**config.mk**
```make
export PLATFORM = sky130hd
export DESIGN_NAME = surf_axil_ctrl_flat
export DESIGN_NICKNAME = d
export VERILOG_FILES = /design/src/rtl/surf_axil_pkg.sv /design/src/rtl/surf_axil_ctrl_if.sv /design/src/rtl/surf_axil_ctrl.sv /design/src/flat_wrapper.sv
export SDC_FILE = /design/constraint.sdc
export NUM_CORES = 1
export LEC_CHECK = 0
export ABC_CLOCK_PERIOD_IN_PS = 2800
export CAP_MARGIN = 5
export CORE_MARGIN = 10
export CORE_UTILIZATION = 51
export CTS_BUF_LIST = sky130_fd_sc_hd__clkbuf_4 sky130_fd_sc_hd__clkbuf_8
export CTS_CLUSTER_SIZE = 10
export DETAILED_ROUTE_END_ITERATION = 8
export GPL_TIMING_DRIVEN = 0
export PLACE_DENSITY = 0.82
export SLEW_MARGIN = 15
export SYNTH_ARGS = -nofsm -noshare
export SYNTH_HDL_FRONTEND = slang
export SYNTH_SLANG_ARGS = --single-unit
```
**constraint.sdc**
```tcl
create_clock -name clk -period 2.8 [get_ports clk]
set_clock_uncertainty 0.1 [all_clocks]
set_input_delay 0.7 -clock clk [delete_from_list [all_inputs] [get_ports clk]]
set_output_delay 0.7 -clock clk [all_outputs]
set_load 0.005 [all_outputs]
```
**src/rtl/surf_axil_pkg.sv**
```systemverilog
// surf_axil_pkg: register map indices, bit positions and AXI response codes for surf_axil_ctrl
package surf_axil_pkg;
   localparam int REG_CTRL = 0;
   localparam int REG_STATUS = 1;
   localparam int REG_PARAM0 = 2;
   localparam int CTRL_START = 0;
   localparam int CTRL_IRQ_EN = 1;
   localparam int ST_READY = 0;
   localparam int ST_DONE = 1;
   localparam int ST_START_ERR = 2;
   localparam logic [1:0] RESP_OKAY = 2'b00;
   localparam logic [1:0] RESP_SLVERR = 2'b10;
endpackage

```
**src/rtl/surf_axil_ctrl_if.sv**
```systemverilog
// surf_axil_ctrl_if: AXI4-Lite bus bundle between the PS master and the SURF register bank
//   DW: data width (32/64), AW: byte address width
//   master modport drives AW/W/AR payload+valid and B/R ready; slave modport is the reverse
interface surf_axil_ctrl_if #(
   parameter int DW = 32,
   parameter int AW = 7
);
   logic [AW-1:0]   awaddr;
   logic [2:0]      awprot;
   logic            awvalid;
   logic            awready;
   logic [DW-1:0]   wdata;
   logic [DW/8-1:0] wstrb;
   logic            wvalid;
   logic            wready;
   logic [1:0]      bresp;
   logic            bvalid;
   logic            bready;
   logic [AW-1:0]   araddr;
   logic [2:0]      arprot;
   logic            arvalid;
   logic            arready;
   logic [DW-1:0]   rdata;
   logic [1:0]      rresp;
   logic            rvalid;
   logic            rready;
   modport master (
      output awaddr, awprot, awvalid, wdata, wstrb, wvalid, bready,
             araddr, arprot, arvalid, rready,
      input  awready, wready, bresp, bvalid, arready, rdata, rresp, rvalid
   );
   modport slave (
      input  awaddr, awprot, awvalid, wdata, wstrb, wvalid, bready,
             araddr, arprot, arvalid, rready,
      output awready, wready, bresp, bvalid, arready, rdata, rresp, rvalid
   );
endinterface

```
**src/rtl/surf_axil_ctrl.sv**
```systemverilog
// surf_axil_ctrl: AXI4-Lite slave register bank controlling the SURF core
//   clk, rst (sync, active-low)
//   s00_axi      : AXI4-Lite slave port (surf_axil_ctrl_if.slave)
//   core_ready_i : core idle, may accept start
//   core_done_i  : one-cycle end-of-processing pulse
//   start_o      : one-cycle start pulse
//   params_o     : PARAM[i] at bits [i*DW +: DW]
//   irq_o        : registered done AND irq_en
module surf_axil_ctrl
   import surf_axil_pkg::*;
#(
   parameter int C_S00_AXI_DATA_WIDTH = 32,
   parameter int C_S00_AXI_ADDR_WIDTH = 7,
   parameter int NUM_PARAMS = 8
) (
   input  logic                                       clk,
   input  logic                                       rst,
   surf_axil_ctrl_if.slave                            s00_axi,
   input  logic                                       core_ready_i,
   input  logic                                       core_done_i,
   output logic                                       start_o,
   output logic [NUM_PARAMS*C_S00_AXI_DATA_WIDTH-1:0] params_o,
   output logic                                       irq_o
);
   localparam int DW = C_S00_AXI_DATA_WIDTH;
   localparam int AW = C_S00_AXI_ADDR_WIDTH;
   localparam int SW = DW / 8;
   localparam int LSB = $clog2(SW);
   localparam int IW = AW - LSB;

   logic          alive_q;
   logic          aw_held_q, w_held_q, bvalid_q, rvalid_q;
   logic [IW-1:0] awidx_q;
   logic [DW-1:0] wdata_q, rdata_q, rdata_d;
   logic [SW-1:0] wstrb_q;
   logic [1:0]    bresp_q, rresp_q;
   logic          aw_hs, w_hs, ar_hs, commit, wmapped, rmapped;
   logic [IW-1:0] widx, ridx;
   logic [DW-1:0] wdata_c;
   logic [SW-1:0] wstrb_c;
   logic          irq_en_q, irq_en_d, done_q, done_d, err_q, err_d;
   logic          start_q, start_d, irq_q, set_err, clr_done, clr_err;
   logic [DW-1:0] params_q [NUM_PARAMS];
   logic [DW-1:0] params_d [NUM_PARAMS];
   logic          unused_ok;

   // alive_q keeps every ready low until the first edge that samples rst high
   assign s00_axi.awready = alive_q && !aw_held_q && !bvalid_q;
   assign s00_axi.wready  = alive_q && !w_held_q && !bvalid_q;
   assign s00_axi.arready = alive_q && !rvalid_q;
   assign s00_axi.bvalid  = bvalid_q;
   assign s00_axi.bresp   = bresp_q;
   assign s00_axi.rvalid  = rvalid_q;
   assign s00_axi.rresp   = rresp_q;
   assign s00_axi.rdata   = rdata_q;
   assign start_o = start_q;
   assign irq_o   = irq_q;

   assign aw_hs = s00_axi.awvalid && s00_axi.awready;
   assign w_hs  = s00_axi.wvalid && s00_axi.wready;
   assign ar_hs = s00_axi.arvalid && s00_axi.arready;
   // a channel counts as present either from its holding register or from a handshake this cycle,
   // so bvalid rises one cycle after the later of the two handshakes
   assign commit  = (aw_held_q || aw_hs) && (w_held_q || w_hs);
   assign widx    = aw_held_q ? awidx_q : s00_axi.awaddr[AW-1:LSB];
   assign wdata_c = w_held_q ? wdata_q : s00_axi.wdata;
   assign wstrb_c = w_held_q ? wstrb_q : s00_axi.wstrb;
   assign ridx    = s00_axi.araddr[AW-1:LSB];
   assign wmapped = int'(widx) < NUM_PARAMS + REG_PARAM0;
   assign rmapped = int'(ridx) < NUM_PARAMS + REG_PARAM0;
   assign unused_ok = ^{s00_axi.awprot, s00_axi.arprot, s00_axi.awaddr[LSB-1:0], s00_axi.araddr[LSB-1:0]};

   for (genvar g = 0; g < NUM_PARAMS; g++) begin : g_params
      assign params_o[g*DW +: DW] = params_q[g];
   end

   always_ff @(posedge clk) begin : write_path
      if (!rst) begin
         alive_q   <= 1'b0;
         aw_held_q <= 1'b0;
         w_held_q  <= 1'b0;
         awidx_q   <= '0;
         wdata_q   <= '0;
         wstrb_q   <= '0;
         bvalid_q  <= 1'b0;
         bresp_q   <= RESP_OKAY;
      end else begin
         alive_q   <= 1'b1;
         aw_held_q <= !commit && (aw_held_q || aw_hs);
         w_held_q  <= !commit && (w_held_q || w_hs);
         if (aw_hs) awidx_q <= s00_axi.awaddr[AW-1:LSB];
         if (w_hs) begin
            wdata_q <= s00_axi.wdata;
            wstrb_q <= s00_axi.wstrb;
         end
         if (commit) begin
            bvalid_q <= 1'b1;
            bresp_q  <= wmapped ? RESP_OKAY : RESP_SLVERR;
         end else if (s00_axi.bready) begin
            bvalid_q <= 1'b0;
         end
      end
   end

   always_comb begin
      rdata_d = '0;
      if (int'(ridx) == REG_CTRL) begin
         rdata_d[CTRL_IRQ_EN] = irq_en_q;
      end else if (int'(ridx) == REG_STATUS) begin
         rdata_d[ST_READY]     = core_ready_i;
         rdata_d[ST_DONE]      = done_q;
         rdata_d[ST_START_ERR] = err_q;
      end
      for (int i = 0; i < NUM_PARAMS; i++)
         if (int'(ridx) == REG_PARAM0 + i) rdata_d = params_q[i];
   end

   always_ff @(posedge clk) begin : read_path
      if (!rst) begin
         rvalid_q <= 1'b0;
         rdata_q  <= '0;
         rresp_q  <= RESP_OKAY;
      end else if (ar_hs) begin
         rvalid_q <= 1'b1;
         rdata_q  <= rdata_d;
         rresp_q  <= rmapped ? RESP_OKAY : RESP_SLVERR;
      end else if (s00_axi.rready) begin
         rvalid_q <= 1'b0;
      end
   end

   // CTRL/STATUS bits all live in byte lane 0, so that lane gates them
   always_comb begin
      irq_en_d = irq_en_q;
      params_d = params_q;
      start_d  = 1'b0;
      set_err  = 1'b0;
      clr_done = 1'b0;
      clr_err  = 1'b0;
      if (commit && wstrb_c[0] && int'(widx) == REG_CTRL) begin
         irq_en_d = wdata_c[CTRL_IRQ_EN];
         start_d  = wdata_c[CTRL_START] && core_ready_i;
         set_err  = wdata_c[CTRL_START] && !core_ready_i;
      end
      if (commit && wstrb_c[0] && int'(widx) == REG_STATUS) begin
         clr_done = wdata_c[ST_DONE];
         clr_err  = wdata_c[ST_START_ERR];
      end
      for (int i = 0; i < NUM_PARAMS; i++)
         for (int b = 0; b < SW; b++)
            if (commit && wstrb_c[b] && int'(widx) == REG_PARAM0 + i) params_d[i][b*8 +: 8] = wdata_c[b*8 +: 8];
      // a set event in the same cycle as its W1C wins
      done_d = core_done_i || (done_q && !clr_done);
      err_d  = set_err || (err_q && !clr_err);
   end

   always_ff @(posedge clk) begin : reg_bank
      if (!rst) begin
         irq_en_q <= 1'b0;
         done_q   <= 1'b0;
         err_q    <= 1'b0;
         start_q  <= 1'b0;
         irq_q    <= 1'b0;
         for (int i = 0; i < NUM_PARAMS; i++) params_q[i] <= '0;
      end else begin
         irq_en_q <= irq_en_d;
         done_q   <= done_d;
         err_q    <= err_d;
         start_q  <= start_d;
         irq_q    <= done_q && irq_en_q;
         params_q <= params_d;
      end
   end
endmodule

```
**src/flat_wrapper.sv**
```systemverilog
// flat-port wrapper written by rule: the top's interface ports become plain ports
module surf_axil_ctrl_flat import surf_axil_pkg::*;
#(
   parameter int C_S00_AXI_DATA_WIDTH = 32,
   parameter int C_S00_AXI_ADDR_WIDTH = 7,
   parameter int NUM_PARAMS = 8
)
  (clk, rst, core_ready_i, core_done_i, start_o, params_o, irq_o, s00_axi_awaddr, s00_axi_awprot, s00_axi_awvalid, s00_axi_wdata, s00_axi_wstrb, s00_axi_wvalid, s00_axi_bready, s00_axi_araddr, s00_axi_arprot, s00_axi_arvalid, s00_axi_rready, s00_axi_awready, s00_axi_wready, s00_axi_bresp, s00_axi_bvalid, s00_axi_arready, s00_axi_rdata, s00_axi_rresp, s00_axi_rvalid);
  surf_axil_ctrl_if #(.DW(32), .AW(7)) s00_axi_i ();
  input  logic clk;
  input  logic rst;
  input  logic core_ready_i;
  input  logic core_done_i;
  output logic start_o;
  output logic [NUM_PARAMS*C_S00_AXI_DATA_WIDTH-1:0] params_o;
  output logic irq_o;
  input wire logic [$bits(s00_axi_i.awaddr)-1:0] s00_axi_awaddr;
  input wire logic [$bits(s00_axi_i.awprot)-1:0] s00_axi_awprot;
  input wire logic [$bits(s00_axi_i.awvalid)-1:0] s00_axi_awvalid;
  input wire logic [$bits(s00_axi_i.wdata)-1:0] s00_axi_wdata;
  input wire logic [$bits(s00_axi_i.wstrb)-1:0] s00_axi_wstrb;
  input wire logic [$bits(s00_axi_i.wvalid)-1:0] s00_axi_wvalid;
  input wire logic [$bits(s00_axi_i.bready)-1:0] s00_axi_bready;
  input wire logic [$bits(s00_axi_i.araddr)-1:0] s00_axi_araddr;
  input wire logic [$bits(s00_axi_i.arprot)-1:0] s00_axi_arprot;
  input wire logic [$bits(s00_axi_i.arvalid)-1:0] s00_axi_arvalid;
  input wire logic [$bits(s00_axi_i.rready)-1:0] s00_axi_rready;
  output wire logic [$bits(s00_axi_i.awready)-1:0] s00_axi_awready;
  output wire logic [$bits(s00_axi_i.wready)-1:0] s00_axi_wready;
  output wire logic [$bits(s00_axi_i.bresp)-1:0] s00_axi_bresp;
  output wire logic [$bits(s00_axi_i.bvalid)-1:0] s00_axi_bvalid;
  output wire logic [$bits(s00_axi_i.arready)-1:0] s00_axi_arready;
  output wire logic [$bits(s00_axi_i.rdata)-1:0] s00_axi_rdata;
  output wire logic [$bits(s00_axi_i.rresp)-1:0] s00_axi_rresp;
  output wire logic [$bits(s00_axi_i.rvalid)-1:0] s00_axi_rvalid;
  assign s00_axi_i.awaddr = s00_axi_awaddr;
  assign s00_axi_i.awprot = s00_axi_awprot;
  assign s00_axi_i.awvalid = s00_axi_awvalid;
  assign s00_axi_i.wdata = s00_axi_wdata;
  assign s00_axi_i.wstrb = s00_axi_wstrb;
  assign s00_axi_i.wvalid = s00_axi_wvalid;
  assign s00_axi_i.bready = s00_axi_bready;
  assign s00_axi_i.araddr = s00_axi_araddr;
  assign s00_axi_i.arprot = s00_axi_arprot;
  assign s00_axi_i.arvalid = s00_axi_arvalid;
  assign s00_axi_i.rready = s00_axi_rready;
  assign s00_axi_awready = s00_axi_i.awready;
  assign s00_axi_wready = s00_axi_i.wready;
  assign s00_axi_bresp = s00_axi_i.bresp;
  assign s00_axi_bvalid = s00_axi_i.bvalid;
  assign s00_axi_arready = s00_axi_i.arready;
  assign s00_axi_rdata = s00_axi_i.rdata;
  assign s00_axi_rresp = s00_axi_i.rresp;
  assign s00_axi_rvalid = s00_axi_i.rvalid;
  surf_axil_ctrl #(.C_S00_AXI_DATA_WIDTH(C_S00_AXI_DATA_WIDTH), .C_S00_AXI_ADDR_WIDTH(C_S00_AXI_ADDR_WIDTH), .NUM_PARAMS(NUM_PARAMS)) u_core (.clk(clk), .rst(rst), .s00_axi(s00_axi_i), .core_ready_i(core_ready_i), .core_done_i(core_done_i), .start_o(start_o), .params_o(params_o), .irq_o(irq_o));
endmodule
```
==> impl_metrics.csv, run 1 <==
group,metric,value,unit
routing,dr.pass1.iters,8,
floorplan,io_pins,364,
routing,viasPerCell,6.320,
routing,vias,16140,
global_routing,busiest_layer,"met2",
pwr,power_frac_seq,47.6,%
floorplan,dieHeight,189.0,um
routing,wl_per_cell,25.84,um
layout,drive_gt1_share,11.49,%
clocking,cts_tree,"done",
global_routing,grt_usage,34.76,%
synthesis,syn-cell-area,14570,um2
worst_setup_path,r2r_cells,8,
worst_setup_path,slowest_delay,0.54,ns
worst_setup_path,path_class,"reg -> out",
floorplan,core_area,28010,um2
global_routing,use_met1,43.36,%
clocking,clkLatencyLatePin,0.61,ns
sta,whs,0.3593,ns
global_routing,overflow,0,
worst_setup_path,r2r_end,"u_core.params_o[36]$_SDFFE_PN0P_",
synthesis,syn_avg_cell_area,8.504,um2
worst_setup_path,start_kind,"flop",
global_routing,grt_first_pass_wirelength,96.15,mm
layout,postLayoutCoreUtil,71.05,%
worst_setup_path,path_cells,"clkbuf_2 > nor2_2 > clkdlybuf4s50_1",
synthesis,yosys.cell_types.count,57,
synthesis,yosys-top-cells-area,"dfxtp_1 (47%), o21ai_0 (10%), nand3_1 (7.3%), nand2_1 (4.8%), mux2_2 (4.8%)",
synthesis,yosysTopAreaCell,"dfxtp_1",
run,cap_violations,0,
worst_hold_path,hold_path_class,"reg -> reg",
pwr,p_clk_share,43.0,%
pwr,p_comb_share,9.4,%
global_routing,grt_max_degree,17,
worst_hold_path,min_to,"u_core.err_q$_SDFF_PN0_",
global_routing,grt_pass1_vias,15410,
clocking,clock_sinks,341,
global_routing,grtUsageMet3,9.721,%
clocking,ctsLongestPathBuffers,3,
synthesis,syn_inst,1713,
layout,fillers,2211,
pwr,p_leak,6.779,nW
global_routing,antenna_found_initial,9,
worst_setup_path,r2r-start,"u_core.aw_held_q$_SDFF_PN0_",
synthesis,synth_edf_count,0,
worst_setup_path,cp.arrival,1.95,ns
pwr,power_density,521.3,nW/um2
placement,portBuffers,349,
routing,drc,1,
synthesis,ys_async_sr_fraction,0,%
clocking,path_clk_slew,0.06,ns
synthesis,synth_top_flop_cell,"dfxtp_1",
sta,fmax,363.4,MHz
worst_setup_path,r2r_slack,0.14,ns
placement,dp_hpwl,49.36,mm
outcome,violations,"design-rule violations",
pwr,p_sw,2.692,mW
routing,ant_nets,0,
sta,drv_slew,0,
pwr,p_int,7.683,mW
sta,tightest_slew,1.033,ns
sta,final-hold-violation-count,0,
pwr,switching_share,25.95,%
clocking,cts_buffers,55,
floorplan,die_x,189.0,um
floorplan,start_util,52.01,%
synthesis,synth-seq-area-share,46.86,%
clocking,cts-hold-fix-buffers,0,
worst_setup_path,worstPathMaxFanout,10,
worst_setup_path,required,2.00,ns
synthesis,ys_seq_elements,341,
routing,drt-initial-drc-count,2280,
sta,rsz0062_at_grt,"true",
pwr,peakVddDrop,0.0003922,V
worst_setup_path,slowest_stage,"clkdlybuf4s50_1",
layout,area_delta_synth_final,36.62,%
outcome,status,"finished, violations left",
global_routing,met2_usage,53.66,%
sta,period_share,98.29,%
routing,wirelength,65.98,mm
worst_setup_path,end_kind,"output pin",
sta,finalSetupViolCount,0,
sta,slew_headroom,31.15,%
synthesis,synth_top_area_share,46.86,%
floorplan,die-area,35720,um2
synthesis,yosysMostFrequentCell,"dfxtp_1",
placement,gp_congestion,0.9994,
worst_hold_path,whs_path_depth,2,
worst_hold_path,holdCritStartpoint,"u_core.err_q$_SDFF_PN0_",
clocking,ctsHtreeMaxLevel,2,
floorplan,rows,61,
layout,nets,2192,
synthesis,yosysWarnings,0,
clocking,clock-root-buffer,"clkbuf_8",
synthesis,ys_top_cells_by_count,"dfxtp_1 (341), o21ai_0 (302), nand3_1 (213)",
sta,period_needed,2.752,ns
[final cells by class]
class	instances	area, um2	share of cell area (%)
diodes	8	20.02	0.1006
multi-input cells	1231	7266	36.51
flip-flops and latches	341	6828	34.31
inverters	2	7.507	0.03772
plain buffers	138	595.6	2.992
clock buffers	90	1095	5.501
well taps	378	473.0	2.376
repair buffers	358	3576	17.97
clock inverters	7	42.54	0.2137
[critical path: cells and delay by family (launching register included)]
| family | cells | cell delay (ns) |
|---|---|---|
| flops | 1 | 0.36 |
| buf+inv | 2 | 0.79 |
| simple gates | 1 | 0.22 |
[logic make-up after synthesis]
kind of cell	Yosys count	share of synthesized area (%)
compound gates	512	20.23
buf+inv	142	3.925
flops	341	46.86
mux	110	8.185
other cells	1	0.02574
simple gates	607	20.78
[layer usage]
| metal | part of all wire (%) | vias to the layer above | routed length (um) |
|---|---|---|---|
| li1 | - | 6979 | - |
| met3 | 13 | 222 | 8522 |
| met2 | 44 | 1282 | 29040 |
| met1 | 38 | 7652 | 25000 |
| met5 | 0 | - | 0 |
| met4 | 5.2 | 0 | 3415 |
[per-stage QoR]
step                      cells   TNS, ns  setup WS (ns)  instance area [um2]  power, mW
after floorplan            1714         0         0.4065                14570      5.521
after global placement     2441   -183.82         -1.012                18540      5.928
after detailed placement   2441   -192.78         -1.088                18540      5.942
after CTS                  2539         0       0.008575                19780      10.29
after global routing       2553  -0.02048       -0.01105                19900      10.60
final                      2553         0        0.04793                19900      10.37
[registers in the layout, summed over array words and instances (netlist names)]
register,flops
u_core.params_o,256
u_core.s00_axi.bresp,1
u_core.s00_axi.rvalid,1
u_core.irq_o,1
u_core.wstrb_q,4
u_core.start_o,1
u_core.wdata_q,32
u_core.aw_held_q,1
u_core.done_q,1
u_core.awidx_q,5
u_core.err_q,1
u_core.s00_axi.bvalid,1
u_core.s00_axi.rdata,32
u_core.s00_axi.rresp,1
u_core.irq_en_q,1
u_core.w_held_q,1
u_core.alive_q,1
[repair_timing]
item / in CTS / in global routing
buffers inserted: 3 / 6
pin swaps: 4 / 4
gates resized for setup: 28 / 25
setup endpoints to repair: 177 / 140
[how the worst max path moves through the flow]
stage	from	to	slack [ns]
final	u_core.w_held_q$_SDFF_PN0_	s00_axi_wready	0.05
after global routing	u_core.aw_held_q$_SDFF_PN0_	u_core.params_o[0]$_SDFFE_PN0P_	-0.01
after CTS	s00_axi_araddr[6]	u_core.s00_axi.rdata[13]$_SDFFE_PN0P_	0.009
after detailed placement	s00_axi_araddr[3]	u_core.s00_axi.rdata[13]$_SDFFE_PN0P_	-1.09
after global placement	s00_axi_araddr[3]	u_core.s00_axi.rdata[22]$_SDFFE_PN0P_	-1.01
after floorplan	s00_axi_awaddr[6]	u_core.params_o[190]$_SDFFE_PN0P_	0.41
[cells in the final DEF, fill, tap and decap left out, types with 3 or more instances in the layout]
| master | Yosys | routed |
|---|---|---|
| clkbuf_2 | 0 | 17 |
| mux2i_1 | 46 | 46 |
| a22oi_2 | 3 | 4 |
| mux2_2 | 62 | 62 |
| nor2b_1 | 24 | 24 |
| buf_4 | 5 | 15 |
| a221oi_1 | 26 | 26 |
| o21ai_0 | 302 | 302 |
| buf_1 | 22 | 21 |
| o22a_1 | 4 | 4 |
| nor2_1 | 72 | 69 |
| nand2_1 | 186 | 186 |
| a21boi_0 | 38 | 38 |
| clkdlybuf4s50_1 | 0 | 348 |
| nand3_1 | 213 | 208 |
| o21ai_1 | 7 | 7 |
| clkbuf_8 | 0 | 67 |
| clkbuf_1 | 97 | 76 |
| nor3b_1 | 60 | 60 |
| a31oi_1 | 5 | 5 |
| diode_2 | 0 | 8 |
| clkinv_2 | 0 | 5 |
| nand3b_1 | 5 | 5 |
| o2bb2ai_1 | 6 | 6 |
| nor3_1 | 10 | 9 |
| clkbuf_4 | 0 | 24 |
| or3b_2 | 4 | 4 |
| and2_1 | 4 | 4 |
| buf_2 | 16 | 15 |
| a21oi_1 | 94 | 94 |
| a2111oi_0 | 4 | 4 |
| o21a_1 | 3 | 3 |
| nand3_2 | 11 | 16 |
| a22oi_1 | 5 | 4 |
| dfxtp_1 | 341 | 340 |
[power groups by stage]
stage | Clock (mW) | Combinational [mW] | Sequential, mW
after detailed placement | 0 | 0.900 | 5.04
final | 4.46 | 0.972 | 4.94
after floorplan | 0 | 0.489 | 5.03
after global placement | 0 | 0.888 | 5.04
after CTS | 4.43 | 0.918 | 4.94
after global routing | 4.65 | 1.01 | 4.94
(Power assumes the default switching activity.)
==> run 2, diff against run 1 <==
--- a/config.mk
+++ b/config.mk
@@ -18,3 +18,4 @@
 export SYNTH_ARGS = -nofsm -noshare
 export SYNTH_HDL_FRONTEND = slang
 export SYNTH_SLANG_ARGS = --single-unit
+export TNS_END_PERCENT = 1
==> impl_metrics.csv, run 2 (synthesis gave the netlist of run 1 again) <==
group,metric,value,unit
routing,wirelength,66.02,mm
sta,tns,-0.4006,ns
worst_setup_path,start_kind,"input port",
placement,portBuffers,349,
clocking,ctsHtreeMaxLevel,2,
run,cap_violations,0,
global_routing,grt_pass1_vias,15450,
sta,period_needed,2.850,ns
placement,dp_cells,2441,
outcome,violations,"negative setup slack",
sta,finalSetupViolCount,17,
floorplan,dieHeight,189.0,um
worst_setup_path,critPathBufInv,4,
clocking,clock_sinks,341,
worst_setup_path,slowest_delay,0.47,ns
worst_setup_path,required,3.23,ns
sta,slew_headroom,31.72,%
layout,fillers,2215,
worst_setup_path,worstPathMaxFanout,10,
sta,drv_slew,0,
routing,wl_per_cell,25.91,um
worst_setup_path,path_cells,"clkdlybuf4s50_1 > clkbuf_1 > or2_2 > clkbuf_1 > nor2_4 > clkbuf_1 > o21ai_0 > o21ai_0",
global_routing,grt_max_degree,15,
pwr,p_leak,6.744,nW
global_routing,antenna_found_initial,8,
worst_setup_path,path_common_cell,"clkbuf_1",
routing,drt-initial-drc-count,2210,
sta,period_share,101.8,%
clocking,clock-root-buffer,"clkbuf_8",
floorplan,io_pins,364,
floorplan,core_area,28010,um2
sta,tightest_slew,1.024,ns
placement,dp_hpwl,49.36,mm
placement,pre_cts_ws,-1.088,ns
floorplan,die-area,35720,um2
routing,viasPerCell,6.314,
routing,ant_nets,0,
outcome,status,"finished, violations left",
worst_hold_path,hold_path_class,"reg -> reg",
worst_setup_path,path_delay_family,"buffers and inverters",
clocking,cts-hold-fix-buffers,0,
sta,final-hold-violation-count,0,
worst_setup_path,end_kind,"flop",
sta,setup_ws,-0.05043,ns
layout,drive_gt1_share,11.05,%
layout,fin_cells,2548,
global_routing,grt_first_pass_wirelength,96.43,mm
routing,dr.pass1.iters,6,
pwr,power_density,522.3,nW/um2
floorplan,die_x,189.0,um
worst_setup_path,cp.arrival,3.28,ns
sta,fmax,350.8,MHz
routing,drc,0,
sta,rsz0062_at_grt,"true",
floorplan,rows,61,
layout,layout_commonest_cell,"clkdlybuf4s50_1",
layout,nets,2188,
clocking,ctsLongestPathBuffers,3,
clocking,clkLatencyLatePin,0.61,ns
global_routing,grt_usage,34.85,%
layout,area_delta_synth_final,36.41,%
floorplan,start_util,52.01,%
worst_setup_path,path_class,"in -> reg",
global_routing,overflow,0,
layout,mostFrequentLayoutCells,"clkdlybuf4s50_1 (348), dfxtp_1 (340), o21ai_0 (302)",
pwr,peakVddDrop,0.0003909,V
clocking,cts_tree,"done",
layout,largest_reg_flops,256,
worst_setup_path,slowest_stage,"clkdlybuf4s50_1",
clocking,cts_buffers,55,
clocking,path_clk_slew,0.07,ns
routing,vias,16090,
placement,gp_congestion,0.9994,
[run 2: final timing paths]
kind                                    start                               endpoint  slack (ns)  depth (start not counted)
setup / recovery            s00_axi_araddr[6]  u_core.s00_axi.rdata[13]$_SDFFE_PN0P_       -0.05                          8
hold / removal        u_core.err_q$_SDFF_PN0_                u_core.err_q$_SDFF_PN0_        0.36                          2
setup reg to reg  u_core.aw_held_q$_SDFF_PN0_      u_core.params_o[215]$_SDFFE_PN0P_       -0.04                          8
hold reg to reg       u_core.err_q$_SDFF_PN0_                u_core.err_q$_SDFF_PN0_        0.36                          2
[run 2: layout make-up]
type / count / area [um2] / share of cell area (%)
Antenna cell: 7 / 17.52 / 0.08815
Buffer: 139 / 604.3 / 3.041
Clock buffer: 90 / 1095 / 5.509
Clock inverter: 7 / 42.54 / 0.2141
Inverter: 2 / 7.507 / 0.03778
Multi-Input combinational cell: 1231 / 7266 / 36.56
Sequential cell: 341 / 6828 / 34.36
Tap cell: 378 / 473.0 / 2.380
Timing Repair Buffer: 353 / 3538 / 17.81
[run 2: worst reg2reg max path, stage by stage, from the launching register on]
cell and delay (ns):
dfxtp_1 0.33, buf_4 0.17, mux2_2 0.39, a211oi_2 0.48
buf_4 0.33, nand3_2 0.28, clkbuf_1 0.36, nand3_1 0.16
o21ai_0 0.10
[run 2: stage by stage]
step | area [um2] | hold WS, ns | util (%) | total power, mW
finish | 19870 | 0.3587 | 70.94 | 10.38
global route | 19870 | 0.3825 | 70.94 | 10.60
CTS | 19760 | 0.3610 | 70.55 | 10.29
detailed placement | 18540 | 0.3531 | 66.18 | 5.942
global placement | 18540 | 0.3393 | 66.18 | 5.928
floorplan | 14570 | 0.3290 | - | 5.521
[run 2: what timing repair did]
item / CTS / global route
setup endpoints to repair: 177 / 155
setup buffers: 1 / 3
pin swaps: 3 / 4
resized for setup: 30 / 20
[run 2: power by group]
| part | leakage (nW) | switching, mW | internal [mW] |
|---|---|---|---|
| clock network | 0.616 | 2.01 | 2.46 |
| logic | 3.38 | 0.652 | 0.317 |
| registers | 2.75 | 0.0369 | 4.90 |
| total | 6.74 | 2.70 | 7.68 |
[run 2: layer usage]
| layer | GRT usage (%) | wire length (um) | vias to the layer above |
|---|---|---|---|
| met3 | 10.12 | 8926 | 226 |
| met2 | 53.61 | 29000 | 1304 |
| li1 | - | - | 6971 |
| met4 | 18.22 | 3414 | 0 |
| met5 | 0 | 0 | - |
| met1 | 43.46 | 24680 | 7586 |
